### src/rtl/multicycle_sequencer.sv
// -----------------------------------------------------------------------------
// multicycle_sequencer
//   Multi-cycle control FSM for the single-datapath CPU. It steps one
//   instruction at a time through FETCH -> DECODE -> (EXEC | MEM) -> (WB) and
//   turns the latched opcode into one-cycle datapath enables. It also owns the
//   data-memory request/acknowledge handshake.
//
// Optional feature (macro SEQ_MEM_TIMEOUT_EN):
//   When defined, the MEM state can wait at most TIMEOUT cycles for MemAck.
//   After that the FSM enters ERR and raises MemErr. When undefined, MEM waits
//   forever and there is no MemErr port.
//
// Ports:
//   CLK, RST_N   clock (rising edge), asynchronous active-low reset
//   Start        begin execution (sampled in IDLE/DONE, and ERR)
//   ProgEnd      PC is past the last instruction (sampled in FETCH)
//   Opcode       instruction opcode, captured in FETCH
//   BranchTaken  bne compare result, used in EXEC
//   MemAck       data memory finished the access (used in MEM only)
//   IRWrite, PCInc, PCBranch, RegWrite, MemReq, MemRead, MemWrite
//                one-cycle datapath enables
//   Busy         FSM is executing an instruction
//   Done         program finished (held in DONE until Start)
//   InstrCount   retired instructions since the last Start, saturating
//   MemErr       (SEQ_MEM_TIMEOUT_EN only) MEM access timed out
//   o_dbg_state  current FSM state encoding
//
// Memory handshake: MemReq is raised on MEM entry and held every MEM cycle;
// the access is complete on the first rising edge where MemReq=1 and
// MemAck=1. MemAck seen in any other state has no effect.
// -----------------------------------------------------------------------------
module multicycle_sequencer #(
    parameter int COUNT_W = 16,
    parameter int TIMEOUT = 15
) (
    input  logic               CLK,
    input  logic               RST_N,
    input  logic               Start,
    input  logic               ProgEnd,
    input  logic [2:0]         Opcode,
    input  logic               BranchTaken,
    input  logic               MemAck,
    output logic               IRWrite,
    output logic               PCInc,
    output logic               PCBranch,
    output logic               RegWrite,
    output logic               MemReq,
    output logic               MemRead,
    output logic               MemWrite,
    output logic               Busy,
    output logic               Done,
`ifdef SEQ_MEM_TIMEOUT_EN
    output logic               MemErr,
`endif
    output logic [COUNT_W-1:0] InstrCount,
    output logic [2:0]         o_dbg_state
);

    typedef enum logic [2:0] {
        S_IDLE   = 3'd0,
        S_FETCH  = 3'd1,
        S_DECODE = 3'd2,
        S_EXEC   = 3'd3,
        S_MEM    = 3'd4,
        S_WB     = 3'd5,
        S_DONE   = 3'd6,
        S_ERR    = 3'd7
    } state_t;

    localparam logic [2:0] OP_SB  = 3'd0;
    localparam logic [2:0] OP_LB  = 3'd1;
    localparam logic [2:0] OP_BNE = 3'd7;

    if (TIMEOUT < 1) begin : g_bad_timeout
        $error("TIMEOUT must be at least 1");
    end

    state_t             r_state;
    logic [2:0]         r_op;
    logic [COUNT_W-1:0] r_count;
    logic               w_retire;

`ifdef SEQ_MEM_TIMEOUT_EN
    localparam int WAIT_W = $clog2(TIMEOUT + 1);
    logic [WAIT_W-1:0]  r_wait;
`endif

    // An instruction retires in its last cycle: bne in EXEC, sb on the MEM
    // ack cycle, everything else in WB.
    assign w_retire = ((r_state == S_EXEC) && (r_op == OP_BNE)) ||
                      ((r_state == S_MEM) && MemAck && (r_op == OP_SB)) ||
                      (r_state == S_WB);

    always_ff @(posedge CLK or negedge RST_N) begin
        if (!RST_N) begin
            r_state <= S_IDLE;
            r_op    <= 3'd0;
            r_count <= '0;
`ifdef SEQ_MEM_TIMEOUT_EN
            r_wait  <= '0;
`endif
        end else begin
            case (r_state)
                S_IDLE, S_DONE, S_ERR: begin
                    if (Start) begin
                        r_state <= S_FETCH;
                        r_count <= '0;
`ifdef SEQ_MEM_TIMEOUT_EN
                        r_wait  <= '0;
`endif
                    end
                end
                S_FETCH: begin
                    if (ProgEnd) begin
                        r_state <= S_DONE;
                    end else begin
                        r_op    <= Opcode;
                        r_state <= S_DECODE;
                    end
                end
                S_DECODE: begin
                    if ((r_op == OP_SB) || (r_op == OP_LB)) begin
                        r_state <= S_MEM;
`ifdef SEQ_MEM_TIMEOUT_EN
                        r_wait  <= '0;
`endif
                    end else begin
                        r_state <= S_EXEC;
                    end
                end
                S_EXEC: begin
                    r_state <= (r_op == OP_BNE) ? S_FETCH : S_WB;
                end
                S_MEM: begin
                    if (MemAck) begin
                        r_state <= (r_op == OP_SB) ? S_FETCH : S_WB;
                    end
`ifdef SEQ_MEM_TIMEOUT_EN
                    else if (r_wait == WAIT_W'(TIMEOUT)) begin
                        r_state <= S_ERR;
                    end else begin
                        r_wait <= r_wait + 1'b1;
                    end
`endif
                end
                S_WB: begin
                    r_state <= S_FETCH;
                end
                default: begin
                    r_state <= S_IDLE;
                end
            endcase

            // Retire never coincides with the Start-clear (different states).
            if (w_retire && (r_count != {COUNT_W{1'b1}})) begin
                r_count <= r_count + 1'b1;
            end
        end
    end

    // Enables decode from the current state; FETCH and EXEC also look at the
    // live ProgEnd/BranchTaken so the strobe lands in the deciding cycle.
    always_comb begin
        IRWrite  = 1'b0;
        PCInc    = 1'b0;
        PCBranch = 1'b0;
        RegWrite = 1'b0;
        MemReq   = 1'b0;
        MemRead  = 1'b0;
        MemWrite = 1'b0;
        Busy     = 1'b0;
        Done     = 1'b0;
        case (r_state)
            S_FETCH: begin
                Busy    = 1'b1;
                IRWrite = ~ProgEnd;
            end
            S_DECODE: begin
                Busy = 1'b1;
            end
            S_EXEC: begin
                Busy = 1'b1;
                if (r_op == OP_BNE) begin
                    PCBranch = BranchTaken;
                    PCInc    = ~BranchTaken;
                end
            end
            S_MEM: begin
                Busy     = 1'b1;
                MemReq   = 1'b1;
                MemRead  = (r_op == OP_LB);
                MemWrite = (r_op == OP_SB);
                PCInc    = MemAck && (r_op == OP_SB);
            end
            S_WB: begin
                Busy     = 1'b1;
                RegWrite = 1'b1;
                PCInc    = 1'b1;
            end
            S_DONE: begin
                Done = 1'b1;
            end
            default: begin
            end
        endcase
    end

`ifdef SEQ_MEM_TIMEOUT_EN
    assign MemErr = (r_state == S_ERR);
`endif

    assign InstrCount  = r_count;
    assign o_dbg_state = r_state;

endmodule

### config.mk
export PLATFORM = sky130hd
export DESIGN_NAME = multicycle_sequencer
export DESIGN_NICKNAME = d
export VERILOG_FILES = /design/src/rtl/multicycle_sequencer.sv
export SDC_FILE = /design/constraint.sdc
export NUM_CORES = 1
export LEC_CHECK = 0
export ABC_AREA = 1
export BUFFER_PORTS_ARGS = -buffer_cell sky130_fd_sc_hd__buf_2
export CAP_MARGIN = 5
export CORE_MARGIN = 8
export CORE_UTILIZATION = 45
export CTS_BUF_LIST = sky130_fd_sc_hd__clkbuf_2
export DETAILED_ROUTE_END_ITERATION = 8
export HOLD_SLACK_MARGIN = 0.05
export PLACE_DENSITY = 0.75
export SYNTH_ARGS = -nofsm -noshare
export SYNTH_HDL_FRONTEND = slang
export SYNTH_SLANG_ARGS = --single-unit
### constraint.sdc
create_clock -name CLK -period 1.95 [get_ports CLK]
set_input_delay 0.2925 -clock CLK [delete_from_list [all_inputs] [get_ports CLK]]
set_output_delay 0.2925 -clock CLK [all_outputs]
set_load 0.01 [all_outputs]
==> metrics.txt <==
outcome complete, no violations; Leak 1.045 nW; Peak VDD IR 0.7484 mV; Die X 73.28 um; Seq/Total Area, Yosys 0.3729; H-tree depth 1; first-pass GRT wire length 6.065 mm; # clock sinks 22; Slew headroom 0.6615; DRT antenna net count 0; Via density 4.952; Cell Area, Synth 1476 sq um; Placed Instances 283; Mapped Avg Cell Area 7.309 sq um; Skew-Pair Late Insertion Delay 0.36 ns; vias in the first global route 1,349; ratio of cells with drive above 1 in the final layout 0.3020; number of DRC markers in iteration 0 74; I/O Pins 37; drc violations 0; Mapped Cells 202; CP Capture Type output port; initial core utilization 0.4568; Multi-input gate area 845.8 sq um; clock buffer count from CTS 3; nets 256; Setup CP Type flop to output port; net count after synthesis 212; RSZ-0062 raised after global routing yes; Slew Viols, Final 0; CTS tree yes; register area 553.0 sq um; Final Hold Viols 0; worst slew pin tran 0.5077 ns; Min Hold Slack 0.1292 ns; Root Driver clkbuf_2; Layout Area Growth over Synthesis 22.37%; DR vias 1,441; most common cell after layout, fill and taps aside nand2_1; final worst path period need 1.872 ns; first drt pass iteration count 4; Post-DP Area 1702 sq um; Core Area 3232 sq um; Site Rows 21; Ant. Diodes 0; register bit total from synthesis 22; Achievable Freq 0.5342 GHz; fillcell total 324; top_reg_cell synth dfrtp_1; Clock Skews 0.02641 ns; Post-Route WL 3.616 mm; Final Cycle Share 0.9599; initial antenna violation count 0; Max-cap violations 0; gr usage total 0.1407; grt total ovfl 0; Finished Core Util 0.5590; final non-filler cell total 291; number of flops mapped to enable cells by yosys 0; Worst EP required 1.66 ns; Synth cell types 29; Startpoint Class flop; largest net degree at the start of global routing 23; post-route design area 1807 sq um; wire per inst 12.43 um; Crit path arrival time 1.58 ns; commonest cells after routing, fill and taps aside nand2_1, buf_2, nand3_1; Worst Path Max Fanout 5; die area 5370 sq um; CTS clk-pin slew, worst paths 0.25 ns; placer congestion estimate 0.8876; final HPWL from detailed placement 2.639 mm; asr flop ratio synth 1.000; final setup violation count 0; Power Density 1052 nW/um^2; Port Buffer Count 36; Hold WC Path Type input pin to flop; Synth Warn # 0; die height 73.28 um; clk buf depth 2
-- sequential cells by signal, summed over array words and instances, names as in the netlist --
name	cells
r_op	3
o_dbg_state	3
InstrCount	16
-- cell type report --
cell class                 count  share of cell area
inverter                      20             0.04294
timing repair buffer          42              0.1260
clock buffer                   3            0.008310
clock inverter                 1             0.01662
tap                           46             0.03186
multi-input combinational    157              0.4681
sequential                    22              0.3061
-- kinds of logic after synthesis --
logic type               count (synthesis)  share of synthesized area
XOR/XNOR                                 9                    0.05339
adder cells (fa/ha/maj)                  1                   0.008473
AO/OA/AOI/OAI                            7                    0.02797
flip-flops                              22                     0.3729
buffers and inverters                   23                    0.07119
AND/OR/NAND/NOR                        140                     0.4661
-- final timing paths --
path	from	to	slack, ns	cells after the start
max	o_dbg_state[2]$_DFFE_PN0P_	PCInc	0.08	6
min	Opcode[2]	r_op[2]$_DFFE_PN0P_	0.13	3
max reg2reg	InstrCount[0]$_DFFE_PN0P_	InstrCount[1]$_DFFE_PN0P_	0.25	8
min reg2reg	r_op[1]$_DFFE_PN0P_	r_op[1]$_DFFE_PN0P_	0.54	2
max in group asynchronous	RST_N	InstrCount[12]$_DFFE_PN0P_	1.20	2
min in group asynchronous	RST_N	InstrCount[7]$_DFFE_PN0P_	0.37	2
-- where the power goes --
group | internal, mW | switching (mW) | total, mW
Combinational | 0.308 | 0.612 | 0.920
Clock | 0.177 | 0.158 | 0.335
Sequential | 0.545 | 0.100 | 0.645
Total | 1.03 | 0.870 | 1.90
-- per-stage QoR --
step / setup WS [ns] / TNS [ns] / total power [mW]
5_1_grt: -0.02545 / -0.02545 / 2.056
3_3_place_gp: 0.3604 / 0 / 1.475
4_1_cts: 0.001054 / 0 / 1.829
2_1_floorplan: 0.4050 / 0 / 1.249
3_5_place_dp: 0.2659 / 0 / 1.489
6_report: 0.07811 / 0 / 1.900
-- timing repair --
action | 4_1_cts | 5_1_grt
hold buffers | 1 | 0
gates resized for setup | 0 | 10
setup buffers | 0 | 3
setup endpoints to repair | 0 | 4
hold endpoints to repair | 22 | 0
-- layer usage --
metal	share of wire	up-vias	GRT usage
met3	0.060	4	0.04093
met1	0.41	674	0.1714
met2	0.52	34	0.2334
met4	0.011	0	0.04000
li1	-	729	-
met5	0	-	0
-- cell usage after synthesis (2+ instances only) --
library cell	count	area (sq um)
nand2_1	69	259.0
dfrtp_1	22	550.5
nand3_1	22	110.1
nor2_1	18	67.56
inv_1	17	63.81
nand2_2	8	50.05
nand4_1	7	43.79
xor2_1	7	61.31
nor2_2	3	18.77
nor3_1	3	15.01
o21ai_0	3	15.01
buf_6	2	22.52
inv_2	2	7.510
nand3b_1	2	15.01
nor2_4	2	22.52
xnor2_1	2	17.52
-- worst max-delay path, stage by stage (launching register included) --
cell	delay, ns
dfrtp_2	0.49
inv_2	0.10
nand2_4	0.07
nor2_4	0.12
nand2_2	0.06
o211ai_1	0.20
buf_2	0.17
Note: power is estimated with default switching activity, not from simulation.
